===== config.mk =====
export PLATFORM = sky130hd
export DESIGN_NAME = osd_ram_write_arbiter
export DESIGN_NICKNAME = d
export VERILOG_FILES = /design/src/rtl/osd_ram_write_arbiter.sv
export SDC_FILE = /design/constraint.sdc
export NUM_CORES = 1
export LEC_CHECK = 0
export BUFFER_PORTS_ARGS = -buffer_cell sky130_fd_sc_hd__buf_2
export CAP_MARGIN = 20
export CELL_PAD_IN_SITES_DETAIL_PLACEMENT = 2
export CELL_PAD_IN_SITES_GLOBAL_PLACEMENT = 2
export CORE_MARGIN = 4
export CORE_UTILIZATION = 37
export DETAILED_ROUTE_END_ITERATION = 12
export PLACE_DENSITY = 0.87
export SYNTH_ARGS = -nofsm -noshare
export SYNTH_HDL_FRONTEND = slang
export SYNTH_SLANG_ARGS = --single-unit
export TNS_END_PERCENT = 50

===== constraint.sdc =====
create_clock -name clk -period 5.6 [get_ports clk]
set_clock_uncertainty 0.05 [all_clocks]
set_input_delay 0.28 -clock clk [delete_from_list [all_inputs] [get_ports clk]]
set_output_delay 0.28 -clock clk [all_outputs]
set_load 0.03 [all_outputs]

===== src/rtl/osd_ram_write_arbiter.sv =====
// OSD character RAM write-port arbiter: I2C writes always win over the internal clear/fill engine.
// Optional build macro OSD_FILL_ABORT_EN adds the fill_abort input.
module osd_ram_write_arbiter #(
  parameter int unsigned ADDR_W = 10,
  parameter int unsigned DATA_W = 8,
  parameter int unsigned LEN_W  = 11
) (
  input  logic              clk,
  input  logic              reset_n,
  input  logic              i2c_wren,
  input  logic [ADDR_W-1:0] i2c_wraddress,
  input  logic [DATA_W-1:0] i2c_data,
  input  logic              fill_start,
  input  logic [ADDR_W-1:0] fill_base,
  input  logic [LEN_W-1:0]  fill_len,
  input  logic [DATA_W-1:0] fill_char,
`ifdef OSD_FILL_ABORT_EN
  input  logic              fill_abort,
`endif
  output logic              fill_busy,
  output logic              fill_done,
  output logic [7:0]        stall_count,
  output logic              ram_wren,
  output logic [ADDR_W-1:0] ram_wraddress,
  output logic [DATA_W-1:0] ram_dataIn
);

  typedef enum logic [1:0] {S_IDLE, S_FILL, S_DONE} state_t;

  state_t            state;
  logic [ADDR_W-1:0] base_q;
  logic [LEN_W-1:0]  len_q;
  logic [LEN_W-1:0]  cnt_q;
  logic [DATA_W-1:0] char_q;
  logic              abort_now;
  logic              last_cell;
  logic [ADDR_W-1:0] fill_addr;

  always_comb begin
`ifdef OSD_FILL_ABORT_EN
    abort_now = (state == S_FILL) && fill_abort;
`else
    abort_now = 1'b0;
`endif
    // Address arithmetic is ADDR_W bits wide so the fill wraps from the top cell to 0.
    fill_addr = base_q + cnt_q[ADDR_W-1:0];
    last_cell = (cnt_q == len_q - LEN_W'(1));
  end

  always_ff @(posedge clk or negedge reset_n) begin
    if (!reset_n) begin
      state         <= S_IDLE;
      base_q        <= '0;
      len_q         <= '0;
      cnt_q         <= '0;
      char_q        <= '0;
      fill_busy     <= 1'b0;
      fill_done     <= 1'b0;
      stall_count   <= '0;
      ram_wren      <= 1'b0;
      ram_wraddress <= '0;
      ram_dataIn    <= '0;
    end else begin
      fill_done <= 1'b0;
      ram_wren  <= 1'b0;

      if (i2c_wren) begin
        ram_wren      <= 1'b1;
        ram_wraddress <= i2c_wraddress;
        ram_dataIn    <= i2c_data;
      end else if (state == S_FILL && !abort_now) begin
        ram_wren      <= 1'b1;
        ram_wraddress <= fill_addr;
        ram_dataIn    <= char_q;
      end

      case (state)
        S_IDLE: begin
          if (fill_start) begin
            if (fill_len != '0) begin
              base_q    <= fill_base;
              len_q     <= fill_len;
              char_q    <= fill_char;
              cnt_q     <= '0;
              state     <= S_FILL;
              fill_busy <= 1'b1;
            end else begin
              fill_done <= 1'b1;
            end
          end
        end
        S_FILL: begin
          if (abort_now) begin
            state     <= S_DONE;
            fill_busy <= 1'b0;
            fill_done <= 1'b1;
          end else if (i2c_wren) begin
            if (stall_count != 8'hFF) stall_count <= stall_count + 8'd1;
          end else begin
            cnt_q <= cnt_q + LEN_W'(1);
            if (last_cell) begin
              state     <= S_DONE;
              fill_busy <= 1'b0;
              fill_done <= 1'b1;
            end
          end
        end
        S_DONE: begin
          state <= S_IDLE;
        end
        default: begin
          state     <= S_IDLE;
          fill_busy <= 1'b0;
        end
      endcase
    end
  end

endmodule


After elaboration in Yosys (flattened, before gate mapping) --
Cells that the tools add are included.
Word-level totals: logic and storage cells 58, output and inout bits 29, bits in registers 71
Operators by class: reduce and logical (&&, ||, !) cells 9, multiplexer cells 25, add/sub/neg operators 4, bitwise operators 1, equality and inequality tests 8
Operator list (number):
- 11-bit 2-to-1 mux | 3
- 11-bit case mux with 2 select lines | 1
- 10-bit 2-to-1 mux | 2
- 8-bit 2-to-1 mux | 2
- 11-bit by 1-bit adder with 11-bit output (second input constant) | 1
- 11-bit == test | 1
- 11-bit nonzero test | 1
- 11-bit by 1-bit subtractor with 11-bit output (second input constant) | 1
- 10-bit adder | 1
- 1-bit 2-to-1 mux | 10
- 8-bit by 1-bit adder with 8-bit output (second input constant) | 1
- 2-bit 2-to-1 mux | 4
- 2-bit inequality test (second input constant) | 4
- 8-bit inequality test (second input constant) | 1
- 4-bit AND reduction | 2
- 3-bit AND reduction | 2
- 5-bit AND reduction | 1
- 2-bit case mux with 2 select lines | 1
- 2-bit nonzero test | 2
- 1-bit case mux with 3 select lines | 1
- 2-bit by 1-bit == test with 1-bit output (second input constant) | 1
- 2-bit == test (second input constant) | 1
- 2-bit zero test | 1
- 1-bit case mux with 2 select lines | 1
- 1-bit NOT | 1

Depth between registers and ports, before layout --
Gate-level depths: netlist of run 1.
depth in word-level cells 5, mapped depth 9

Worst setup path after synthesis of run 1 --
OpenSTA, ideal clock, no wires.
path type register to register, start point register cnt_q[1], end point register ram_wraddress[9], cell stages (with the launch flop) 7, slack 3540 ps, data arrival time 1886 ps, path buffers 0, period minus slack after synthesis 2060 ps, cell sequence dfrtp_1 > ha_1 > a211oi_1 > o211ai_1 > a2111oi_0 > nor3_1 > a211o_1
On the way: word-level cells in the longest chain between the ends 3
Ends and longest elaborated chain:
- start, declared | RTL line 33 | logic [LEN_W-1:0] cnt_q;
- start signal, assigned | RTL line 100 | cnt_q <= cnt_q + LEN_W'(1);
- 10-bit adder | RTL line 46 | fill_addr = base_q + cnt_q[ADDR_W-1:0];
- 10-bit 2-to-1 mux | RTL line 71 | end else if (state == S_FILL && !abort_now) begin
- 10-bit 2-to-1 mux | RTL line 67 | if (i2c_wren) begin
- end signal, assigned | RTL line 69 | ram_wraddress <= i2c_wraddress;
- end signal, assigned | RTL line 73 | ram_wraddress <= fill_addr;
- end, declared | RTL line 24 | output logic [ADDR_W-1:0] ram_wraddress,
No other way between the ends. The select of a mux whose other input is x is not followed. A chain may end at the register's enable or synchronous reset.

Final worst setup path of run 1 --
start point register len_q[0], end point register state[1]
On the way: word-level cells in the longest chain between the ends 4
Ends and longest elaborated chain:
- start, declared | RTL line 32 | logic [LEN_W-1:0] len_q;
- start signal, assigned | RTL line 82 | len_q <= fill_len;
- 11-bit by 1-bit subtractor with 11-bit output | RTL line 47 | last_cell = (cnt_q == len_q - LEN_W'(1));
- 11-bit == test | RTL line 47
- 2-bit inequality test (no source line)
- 4-bit AND reduction (no source line)
- end signal, assigned | RTL line 52 | state <= S_IDLE;
- end signal, assigned | RTL line 85 | state <= S_FILL;
- end signal, assigned | RTL line 94 | state <= S_DONE;
- end, declared | RTL line 30 | state_t state;
No other way between the ends.

==> results summary, run 1 <==
The flow ran to the end, and the final reports show no timing, DRC or antenna violations. The die outline height came out at 108.7 um. The number of vias after detailed routing came out at 3130. The final cell area excluding filler cells came out at 4451 sq um. In the synthesized netlist the dominant register cell turns out to be dfrtp_1.

The number of register bits inferred by synthesis is 71. The number of buffers between clock root and the deepest sink is 2. The simple-gate share of the synthesized area is 16.29%. The post-CTS clock slew at the launch and capture registers of the worst setup and hold paths came out at 0.09 ns. The total of buffers placed on input and output ports came out at 79. In this run, distinct cell masters in the synthesized netlist total 46. The final antenna diode count is 0.

The power density over the cells came out at 536.7 nW/um^2. The final routed DRC violation total came out at 0. The average size of a mapped cell came out at 10.26 sq um. Setup repair after global routing left no endpoint under its margin. The post-synthesis share of cell area spent on xor and xnor gates is 7.231%. Global routing consumed, over all layers together, 20.33% of the routing resources.

Sorting the synthesized cells by area gives the leading types as dfrtp_1, mux2_2, xnor2_1. The count of maximum capacitance violations came out at 0. The library cells used most frequently in the layout, excluding fill and tap cells, are buf_2, dfrtp_1, nand2_1.

The total number of clock tree sinks is 71. The average wire per standard cell is 19.43 um. STA classifies the critical path startpoint as a register.

The biggest area consumer among synthesized cells is dfrtp_1. The wire length of the first global-routing pass came out at 18600 um. The number of antenna violations at the first check in global routing came out at 0. At the end of routability-driven placement, the weighted congestion stood at 0.7747.

The slowest library cell on the worst path is a2111oi_0. The width of the chip came out at 108.7 um. The setup fix buffers added after clock tree synthesis is 0.

The number of inserted filler cells in the final layout came out at 1125. The largest fanout on the critical path came out at 5. The data arrival time of the critical path came out at 2.87 ns. The worst setup path is captured at a register. Derived from the worst setup path, the maximum achievable clock frequency is 365.3 MHz. The post-route minimum period came out at 2.737 ns. The internal reg-to-reg setup slack came out at 2.86 ns.

The worst-case hold path end point is ram_wraddress[5]$_DFFE_PN0P_. 80 I/O pins were placed. The analysis attributes to cell leakage a power of 1.949 nW. The total count of max-transition violations in the final report is 0.

After floorplanning, the core was sized to cover 9819 sq um. The number of detailed-routing iterations run before antenna repair came out at 4. The placement-stage cell area is 4287 sq um. In this run the tightest slew margin relative to its limit is 33.81%. After Yosys synthesis, full adders, half adders and majority gates account for 4.532% of the synthesized area. The combinational family with the most area after synthesis is simple AND/OR/NAND/NOR gates. The area growth from synthesis to final layout came out at 18.53%. The tightest hold path in the finished design has a slack of 0.09105 ns.

The summed negative setup slack over all endpoints is 0 ns. The fraction of registers with async set/reset came out at 100.0%. Traced cell by cell, the critical path runs through inv_1, ha_1, nor4b_2, nand2b_1, xnor2_1, nand4_1, a2111oi_0. CTS placed an instance of clkbuf_8 at the clock tree root. The overall routed net length came out at 11290 um. The final worst-path cycle share is 48.88%. In this run the worst hold path is classified as primary input to register. The number of rows created at floorplan came out at 36. Counting every net in the synthesized netlist gives 430. The maximum ir drop on the vdd rail is 239.0 uV. In this run the critical register-to-register path is captured at state[1]$_DFFE_PN0P_.

The first routing iteration left 118 violations. The number of warnings printed during yosys synthesis is 0. The number of levels the H-tree was split into came out at 3. The number of endpoints with negative hold slack in the final report came out at 0. The source-to-sink clock delay at the later pin of the worst-skew pair came out at 0.35 ns. The share of the yosys chip area belonging to registers is 47.32%.

The instance count of the mapped netlist is 366. The initial standard-cell utilization of the core came out at 38.24%. The number of cells upsized or downsized after cts is 0. The highest cell delay on the worst timing path came out at 0.71 ns. The mapped netlist covers 3755 sq um. The CTS buffer count is 9. Entering global routing, the biggest net connects 72 pins. The remaining global-route overflow came out at 0.

The net count reported at finish came out at 508. The post-detailed-placement half-perimeter wirelength came out at 8350 um. For this design, the CTS-stage hold fixing added 0 buffers. The worst-case reg-to-reg path depth is 7.

In this run the critical register-to-register path is launched from len_q[0]$_DFFE_PN0P_. The number of global-route vias before repair came out at 3561. In the routed layout, each cell is associated on average with a via count of 5.387. The synthesized netlist devotes 11.23% of its cell area to compound gates. The number of enable flip-flop cells after synthesis is 0. The post-route total power is 0.002389 W. The count of cells along the worst hold path came out at 2. The critical path class is register to register. The slew at the pin closest to its max-slew limit is 0.9909 ns.

The die covers 11820 sq um. The startpoint identified for the worst hold timing path is i2c_wraddress[5]. The total setup violations reported at the end of the flow is 0. The clock tree from TritonCTS is done. Once detail routing completed, the nets flagged for antenna violations numbered 0.

The share of post-route cells with drive strength above 1 is 29.02%. The fraction of synthesized cell area taken by the top area cell type came out at 47.32%. The worst endpoint required time is 5.73 ns. The portion of netlist area occupied by mux cells came out at 10.73%.

The library cell used most frequently in the layout, excluding fill and tap cells, is buf_2.
## power breakdown
| part | switching [W] | total (W) | internal [W] |
|---|---|---|---|
| Sequential | 0.000212 | 0.000929 | 0.000717 |
| Combinational | 0.000638 | 0.00110 | 0.000458 |
| Clock | 0.000205 | 0.000363 | 0.000158 |
## worst max-delay path by stage
stage	slack, ns	depth (start not counted)	start	to
final	2.86	7	len_q[0]$_DFFE_PN0P_	state[1]$_DFFE_PN0P_
after global placement	3.25	6	i2c_wren	stall_count[3]$_DFFE_PN0P_
after floorplan	3.54	6	cnt_q[1]$_DFFE_PN0P_	ram_wraddress[9]$_DFFE_PN0P_
after detailed placement	2.87	7	len_q[0]$_DFFE_PN0P_	state[1]$_DFFE_PN0P_
after global routing	2.63	7	len_q[0]$_DFFE_PN0P_	state[1]$_DFFE_PN0P_
after CTS	2.83	7	len_q[0]$_DFFE_PN0P_	state[1]$_DFFE_PN0P_
## area by class of cell
type / count / area (sq um) / area share [%]
clock buffer: 10 / 127.6 / 2.868
inverter: 11 / 41.29 / 0.9277
clock inverter: 5 / 36.28 / 0.8153
multi-input combinational: 269 / 1884 / 42.34
tap: 133 / 166.4 / 3.739
timing repair buffer: 82 / 417.9 / 9.390
sequential: 71 / 1777 / 39.92
## per-layer routing
metal  GRT usage (%)  up-vias  routed length, um
li1                -     1455                  -
met1           24.33     1604               4721
met2           37.16       62               5993
met3           4.263        9                461
met4           4.959        0                110
met5               0        -                  0
## critical path, delay by kind of cell, from the launching register on
family,cells,cell delay (ns)
AO/OA/AOI/OAI,1,0.71
XOR/XNOR,1,0.20
adder cells (fa/ha/maj),1,0.24
buffers and inverters,1,0.11
flip-flops,1,0.43
AND/OR/NAND/NOR,3,0.80
## per-stage QoR
stage	setup slack [ns]	std cells	util, %
finish	2.863	581	45.32
global route	2.628	581	45.32
CTS	2.828	581	45.32
detailed placement	2.868	566	43.65
global placement	3.247	566	43.65
floorplan	3.540	366	-
## cells in the mapped netlist (3+ instances only)
cell and number:
nor3_1 11, xnor2_1 24, nand4_1 6, nor2b_1 6
a211oi_1 3, and3_1 8, a21oi_1 13, or3_1 4
nand2b_1 3, xor2_1 7, buf_1 3, nor4_1 7
nand3_1 6, inv_1 11, a31oi_1 4, mux2_2 26
nor2_1 20, clkbuf_1 10, nand2_1 38, o21ai_0 30
dfrtp_1 71, ha_1 12, mux2i_1 11
## registers in the layout (all words and copies together) (netlist names)
| signal | flops |
|---|---|
| fill_busy | 1 |
| ram_wraddress | 10 |
| fill_done | 1 |
| len_q | 11 |
| state | 2 |
| base_q | 10 |
| ram_dataIn | 8 |
| cnt_q | 11 |
| stall_count | 8 |
| ram_wren | 1 |
| char_q | 8 |
## cell families after synthesis
logic type | after synthesis
adders and majority gates | 13
and+or+nand+nor | 120
DFF | 71
AOI/OAI and AO/OA | 68
buffers and inverters | 26
muxes | 37
xor gates and xnor gates | 31
No activity file was read; power rests on OpenSTA's default activity.
==> run 2: changes to the inputs <==
--- a/config.mk
+++ b/config.mk
@@ -10,9 +10,9 @@
 export CELL_PAD_IN_SITES_DETAIL_PLACEMENT = 2
 export CELL_PAD_IN_SITES_GLOBAL_PLACEMENT = 2
 export CORE_MARGIN = 4
-export CORE_UTILIZATION = 37
+export CORE_UTILIZATION = 31
 export DETAILED_ROUTE_END_ITERATION = 12
-export PLACE_DENSITY = 0.87
+export PLACE_DENSITY = 0.78
 export SYNTH_ARGS = -nofsm -noshare
 export SYNTH_HDL_FRONTEND = slang
 export SYNTH_SLANG_ARGS = --single-unit
==> constraint.sdc (replaced) <==
create_clock -name clk -period 2.2 [get_ports clk]
set_clock_uncertainty 0.05 [all_clocks]
set_input_delay 0.11 -clock clk [delete_from_list [all_inputs] [get_ports clk]]
set_output_delay 0.11 -clock clk [all_outputs]
set_load 0.03 [all_outputs]
==> run 2 against run 1 <==
The run now ends with setup timing left. Worst setup slack lost 3.0 ns. Die area up 18%. Non-clock buffer count grew 75. Wire length increased by 39%. Clock power increased to 4.0 times the previous value. Utilization rose by 1.5 points. Flip-flop and latch count is the same. Critical endpoint is now cnt_q[5]$_DFFE_PN0P_. Largest power group unchanged.
==> results summary, run 2 (same netlist as run 1, synthesis figures left out) <==
The design internal power was 0.004299 W (+220%). The maximum number of pins on one net before global-route repair came to 72 (unchanged). The final routed DRC violation total came out at 0 (unchanged).

The wire length of the first global-routing pass was 24180 um (+30%). The overall track demand over capacity in global routing is 22.23% (+1.9 points). The post-route total power came out at 0.007587 W (+220%). The largest fanout on the critical path came to 13 (+8).

The width of the chip is 118.1 um (+8.6%). The remaining global-route overflow is 0 (unchanged). The overall routed net length came out at 15680 um (+39%).

Setup repair after global routing could not meet its margin everywhere. The post-route minimum period is 2.313 ns. The count of maximum capacitance violations came out at 0 (unchanged). The total of buffers placed on input and output ports came out at 79 (unchanged). The die area came out at 13940 sq um (+18%). The run finished, with violations left. The number of rows created at floorplan came to 39 (+8.3%). The total count of max-transition violations in the final report came out at 0 (unchanged). The source-to-sink clock delay at the later pin of the worst-skew pair is 0.35 ns (about the same). The core outline area came out at 11610 sq um (+18%). The worst min-delay path class is primary input to register. The switching power of the nets came out at 0.003288 W (+210%). The library cells used most frequently in the layout, excluding fill and tap cells, are buf_2, dfrtp_1, dlygate4sd3_1. The share of post-route cells with drive strength above 1 is 34.99% (+6.0 points). The final antenna-violating net count is 0 (unchanged).

The CTS buffer count came out at 9 (unchanged). The average wire per standard cell came to 23.51 um (+21%). The die outline height is 118.1 um (+8.6%). The worst endpoint required time is 2.40 ns (-3.33 ns).

The slowest library cell on the worst path is dlygate4sd3_1. The clock tree from TritonCTS is done. The number of top-level pins came out at 80 (unchanged). The worst setup path is captured at a register.

The post-detailed-placement half-perimeter wirelength came out at 8438 um (+1.0%). The proportion of power drawn by the clock network is 19.3% (+4.1 points). The critical path class is primary input to register.

The number of antenna violations at the first check in global routing came to 0 (unchanged). The power density over the cells came out at 1395 nW/um^2 (+160%). The slew at the pin closest to its max-slew limit came out at 0.5222 ns (-0.4687 ns).

The number of buffers between clock root and the deepest sink came to 2 (unchanged). The post-CTS clock slew at the launch and capture registers of the worst setup and hold paths is 0.06 ns (-0.03 ns). The part of the power in registers came out at 31.0% (-7.9 points).

The maximum clock frequency is 432.3 MHz. The final reports fail on setup timing. The slack of the critical path came out at -0.1131 ns (-2.976 ns).

The data arrival time of the critical path is 2.51 ns (-0.36 ns). The number of DRC markers in iteration 0 was 132 (+12%). The number of vias after detailed routing came to 3508 (+12%).

The number of levels the H-tree was split into came to 3 (unchanged). The library cell used most frequently in the layout, excluding fill and tap cells, is buf_2. The share of power burned in combinational logic came out at 49.7% (+3.8 points).

The worst setup path is launched from a primary input. The total number of clock tree sinks came out at 71 (unchanged). The routability-driven placement congestion ratio was 0.7862 (+1.5%). The highest cell delay on the worst timing path is 0.54 ns (-0.17 ns).

The total setup violations reported at the end of the flow is 7 (+7). The number of global-route vias before repair is 4146 (+16%). The detail-routed via count per cell came to 5.259 (-2.4%). The area growth from synthesis to final layout came out at 44.85%. The worst-case hold slack is 0.02221 ns (-0.06884 ns). The switching portion of total power was 43.34% (-0.83 points).

The leakage power figure came out at 2.381 nW (+22%). The tree is rooted in a clkbuf_16. The summed negative setup slack over all endpoints was -0.3090 ns (-0.3090 ns). The critical path goes through dlygate4sd3_1, buf_2, nor4_2, a31oi_1, o21bai_1, buf_4, nor3_1, xnor2_1, nor2_1. The initial standard-cell utilization of the core came to 32.33% (-5.9 points). The number of endpoints with negative hold slack in the final report was 0 (unchanged). The largest registers in the layout are cnt_q: 11 flops, len_q: 11 flops. The maximum ir drop on the vdd rail came out at 601.0 uV (+150%). The final worst-path cycle share is 105.1%. The net count reported at finish is 583 (+15%). The number of detailed-routing iterations run before antenna repair came out at 4 (unchanged). The worst relative slew slack is 64.90% (+31 points).
-- run 2: area by class of cell --
type,instances,area [sq um]
Clock inverter,3,17.52
Fill cell,1208,6175
Clock buffer,12,266.5
Tap cell,143,178.9
Antenna cell,1,2.502
Multi-Input combinational cell,269,2032
Sequential cell,71,1778
Timing Repair Buffer,157,1122
Inverter,11,41.29
-- run 2: worst paths after layout --
kind,startpoint,slack [ns],end,cells past startpoint
max reg2reg,cnt_q[2]$_DFFE_PN0P_,-0.08,ram_wraddress[9]$_DFFE_PN0P_,7
min,fill_start,0.02,fill_done$_DFF_PN0_,3
min in group asynchronous,reset_n,0.25,ram_dataIn[1]$_DFFE_PN0P_,3
max,fill_len[1],-0.11,cnt_q[5]$_DFFE_PN0P_,9
min reg2reg,stall_count[6]$_DFFE_PN0P_,0.45,stall_count[6]$_DFFE_PN0P_,1
max in group asynchronous,reset_n,1.48,len_q[2]$_DFFE_PN0P_,3
-- run 2: routing by layer --
layer	up-vias	track usage, %	wire length (um)
met5	-	0	0
met4	0	7.985	334
met3	21	4.517	542
met2	75	39.85	8300
met1	1815	26.25	6507
li1	1597	-	-
-- run 2: critical path: cells and delay by family --
family	cells	cell delay, ns
buffers and inverters	3	0.94
and+or+nand+nor	3	0.80
AOI/OAI and AO/OA	2	0.50
xor gates and xnor gates	1	0.15
-- run 2: timing repair --
item,in CTS,in global routing
cloned,0,0
pin swaps,3,11
buffers inserted,1,6
hold buffers,45,0
gates resized for setup,3,33
endpoints found under the setup margin,4,33
hold endpoints to repair,115,0
-- run 2: power by group through the flow --
stage	logic (W)	registers, W	clock network, W
detailed placement	0.00302	0.00227	0
finish	0.00377	0.00235	0.00147
global placement	0.00288	0.00223	0
CTS	0.00320	0.00225	0.00144
floorplan	0.00163	0.00260	0
global route	0.00406	0.00242	0.00155
-- run 2: through the flow --
stage / area [sq um] / utilization [%] / setup WS [ns] / instances
5_1_grt: 5436 / 46.81 / -0.2092 / 666
3_5_place_dp: 4497 / 38.72 / -0.008030 / 599
4_1_cts: 5251 / 45.22 / -0.005113 / 660
3_3_place_gp: 4497 / 38.72 / -0.005525 / 599
2_1_floorplan: 3755 / - / 0.1400 / 366
6_report: 5439 / 46.83 / -0.1131 / 667
==> run 3: changes to the inputs <==
--- a/config.mk
+++ b/config.mk
@@ -10,9 +10,11 @@
 export CELL_PAD_IN_SITES_DETAIL_PLACEMENT = 2
 export CELL_PAD_IN_SITES_GLOBAL_PLACEMENT = 2
 export CORE_MARGIN = 4
-export CORE_UTILIZATION = 31
+export CORE_UTILIZATION = 30
+export CTS_BUF_LIST = sky130_fd_sc_hd__clkbuf_16
 export DETAILED_ROUTE_END_ITERATION = 12
-export PLACE_DENSITY = 0.78
+export GPL_ROUTABILITY_DRIVEN = 0
+export PLACE_DENSITY = 0.76
 export SYNTH_ARGS = -nofsm -noshare
 export SYNTH_HDL_FRONTEND = slang
 export SYNTH_SLANG_ARGS = --single-unit
==> run 3 against run 2 <==
The run still ends with setup timing left. Worst setup slack worse by 0.013 ns. Count of clock-buffer cells in the layout shrank 3. Utilization fell by 0.89 points. Clock power is 9.5% higher. Maximum frequency shrank 0.56%. Critical endpoint is now fill_done$_DFF_PN0_. Largest power group unchanged.
==> results summary, run 3 (same netlist as run 1, synthesis figures left out) <==
The final antenna-violating net count came out at 0 (unchanged). The library cell used most frequently in the layout, excluding fill and tap cells, is buf_2. The number of cells in the design after placement came to 624 (+4.2%).

The average wire per standard cell came to 22.04 um (-6.2%). In the layout the commonest cells are buf_2, dfrtp_1, dlygate4sd3_1. The post-route total power is 0.007713 W (+1.7%). The total of buffers placed on input and output ports is 79 (unchanged). The share of power burned in combinational logic is 48.8% (-0.9 points). The design internal power is 0.004447 W (+3.4%). The total count of max-transition violations in the final report is 0 (unchanged).

The leakage power figure is 2.424 nW (+1.8%). The width of the chip came out at 119.9 um (+1.5%). Relative to the synthesized area, the layout overhead comes to 48.18%. The net count reported at finish is 583 (unchanged).

The number of endpoints with negative hold slack in the final report is 0 (unchanged). Setup repair after global routing could not meet its margin everywhere. The number of vias after detailed routing came out at 3552 (+1.3%). Following the worst setup path forward leads to its endpoint at fill_done$_DFF_PN0_.

The tree is rooted in a clkbuf_16. The number of top-level pins came out at 80 (unchanged). The number of detailed-routing iterations run before antenna repair came out at 4 (unchanged). The count of cells along the worst hold path is 3 (unchanged). The number of inserted filler cells in the final layout is 1280 (+6.0%). The slack of the critical path came out at -0.1262 ns (-0.01308 ns). The share of post-route cells with drive strength above 1 came out at 35.50% (+0.51 points). The power density over the cells came out at 1386 nW/um^2 (-0.63%). The detail-routed via count per cell is 5.126 (-2.5%). The worst min-delay path class is primary input to register. The area taken by flip-flops and latches came out at 1778 sq um (unchanged).

The number of DRC markers in iteration 0 is 142 (+7.6%). The worst relative slew slack is 58.17% (-6.7 points). The utilization of the core after routing is 45.94% (-0.89 points). The maximum ir drop on the vdd rail came out at 600.0 uV (-0.17%).

The number of global-route vias before repair came out at 4267 (+2.9%). The number of levels the H-tree was split into was 3 (unchanged). The maximum clock frequency is 429.9 MHz (-0.56%). The initial standard-cell utilization of the core came out at 31.00% (-1.3 points).

The maximum number of pins on one net before global-route repair is 33 (-54%). The post-route minimum period is 2.326 ns (+0.01308 ns). The flow ran to the end, but the final reports show violations. The number of antenna violations at the first check in global routing came out at 1 (+1). The checks that failed: setup timing.

The worst endpoint required time came to 2.41 ns (about the same). The final routed DRC violation total is 0 (unchanged). The worst-case hold slack came to 0.02027 ns (-0.001936 ns). The CTS buffer count is 9 (unchanged). The number of rows created at floorplan came to 40 (+2.6%). The switching power of the nets came out at 0.003267 W (-0.67%). The overall track demand over capacity in global routing is 21.66% (-0.57 points). The most critical setup path has its startpoint at len_q[1]$_DFFE_PN0P_. The largest registers in the layout are cnt_q: 11 flops, len_q: 11 flops.

The die outline height is 119.9 um (+1.5%). The data arrival time of the critical path is 2.54 ns (+0.03 ns). The worst-case reg-to-reg path depth came out at 9 (+2).

The part of the power in registers came to 30.4% (-0.6 points). The worst setup path is launched from a register. The largest fanout on the critical path came out at 4 (-9).

The final worst-path cycle share is 105.7% (+0.59 points). The summed negative setup slack over all endpoints is -0.2291 ns (+0.07984 ns). The post-detailed-placement half-perimeter wirelength was 8847 um (+4.8%).

The multi-input combinational cell area is 2090 sq um (+2.8%). The die area is 14370 sq um (+3.1%). The count of maximum capacitance violations is 0 (unchanged). The wire length of the first global-routing pass came out at 24010 um (-0.68%). The slew at the pin closest to its max-slew limit was 0.6255 ns (+0.1033 ns).

The overall routed net length came out at 15280 um (-2.6%). The critical path is of the register to register type. The source-to-sink clock delay at the later pin of the worst-skew pair is 0.35 ns (about the same).

The internal reg-to-reg setup slack is -0.13 ns (-0.05 ns). STA classifies the critical path endpoint as a register. The switching portion of total power came out at 42.35% (-0.99 points). The worst register-to-register path ends at fill_done$_DFF_PN0_. The total setup violations reported at the end of the flow came to 3 (-4). The remaining global-route overflow came to 0 (unchanged). The number of buffers between clock root and the deepest sink is 2 (unchanged). The post-CTS clock slew at the launch and capture registers of the worst setup and hold paths came to 0.06 ns (about the same). The core outline area is 12110 sq um (+4.3%). TritonCTS built the clock tree.

The total number of clock tree sinks came out at 71 (unchanged). In this run the critical register-to-register path is launched from len_q[1]$_DFFE_PN0P_. The proportion of power drawn by the clock network is 20.8% (+1.5 points). The number of standard cells in the layout, taps in and fillers out is 693 (+3.9%).
## run 3: final cells by class
| type | instances | share of cell area [%] |
|---|---|---|
| Multi-Input combinational cell | 269 | 37.55 |
| Sequential cell | 71 | 31.95 |
| Timing Repair Buffer | 157 | 20.26 |
| Clock buffer | 9 | 4.048 |
| Tap cell | 168 | 3.778 |
| Clock inverter | 7 | 1.619 |
| Inverter | 11 | 0.7421 |
| Antenna cell | 1 | 0.04497 |
## run 3: layer usage
layer	GRT usage (%)	vias to the layer above	routed length, um
li1	-	1609	-
met1	25.22	1857	6245
met2	39.58	56	8326
met3	3.864	30	355
met4	8.017	0	349
met5	0	-	0
## run 3: worst min-delay path by stage
stage | endpoint | slack (ns) | startpoint
after CTS | len_q[6]$_DFFE_PN0P_ | 0.005 | fill_len[6]
after global routing | fill_done$_DFF_PN0_ | 0.02 | fill_start
after global placement | ram_wraddress[7]$_DFFE_PN0P_ | 0.08 | reset_n
after detailed placement | ram_wraddress[7]$_DFFE_PN0P_ | 0.1 | reset_n
final | fill_done$_DFF_PN0_ | 0.02 | fill_start
after floorplan | base_q[0]$_DFFE_PN0P_ | -0.24 | reset_n
## run 3: power by group through the flow
stage | logic (W) | registers, W | clock network, W
final | 0.00376 | 0.00235 | 0.00161
after global routing | 0.00407 | 0.00243 | 0.00171
after CTS | 0.00330 | 0.00227 | 0.00161
after detailed placement | 0.00306 | 0.00228 | 0
after global placement | 0.00289 | 0.00224 | 0
after floorplan | 0.00163 | 0.00260 | 0
## run 3: through the flow
| step | setup WS [ns] | instance area (sq um) |
|---|---|---|
| after floorplan | 0.1400 | 3755 |
| after global placement | 0.003818 | 4528 |
| after detailed placement | -0.2009 | 4528 |
| after CTS | -0.01494 | 5374 |
| after global routing | -0.1999 | 5564 |
| final | -0.1262 | 5564 |
## run 3: worst max-delay path: stages, from the launching register on
cell      delay (ns)
dfrtp_1         0.39
inv_2           0.07
ha_4            0.17
nor2b_4         0.12
or3_4           0.40
a31oi_4         0.19
nand4_1         0.14
buf_6           0.17
a2111o_1        0.40
a21oi_2         0.14
## run 3: what timing repair did
action                     CTS  global route
setup buffers                1             4
hold buffers                46             1
setup endpoints to repair    6            29
pin swaps                    5            15
hold endpoints to repair    64             1
resized for setup           14            29
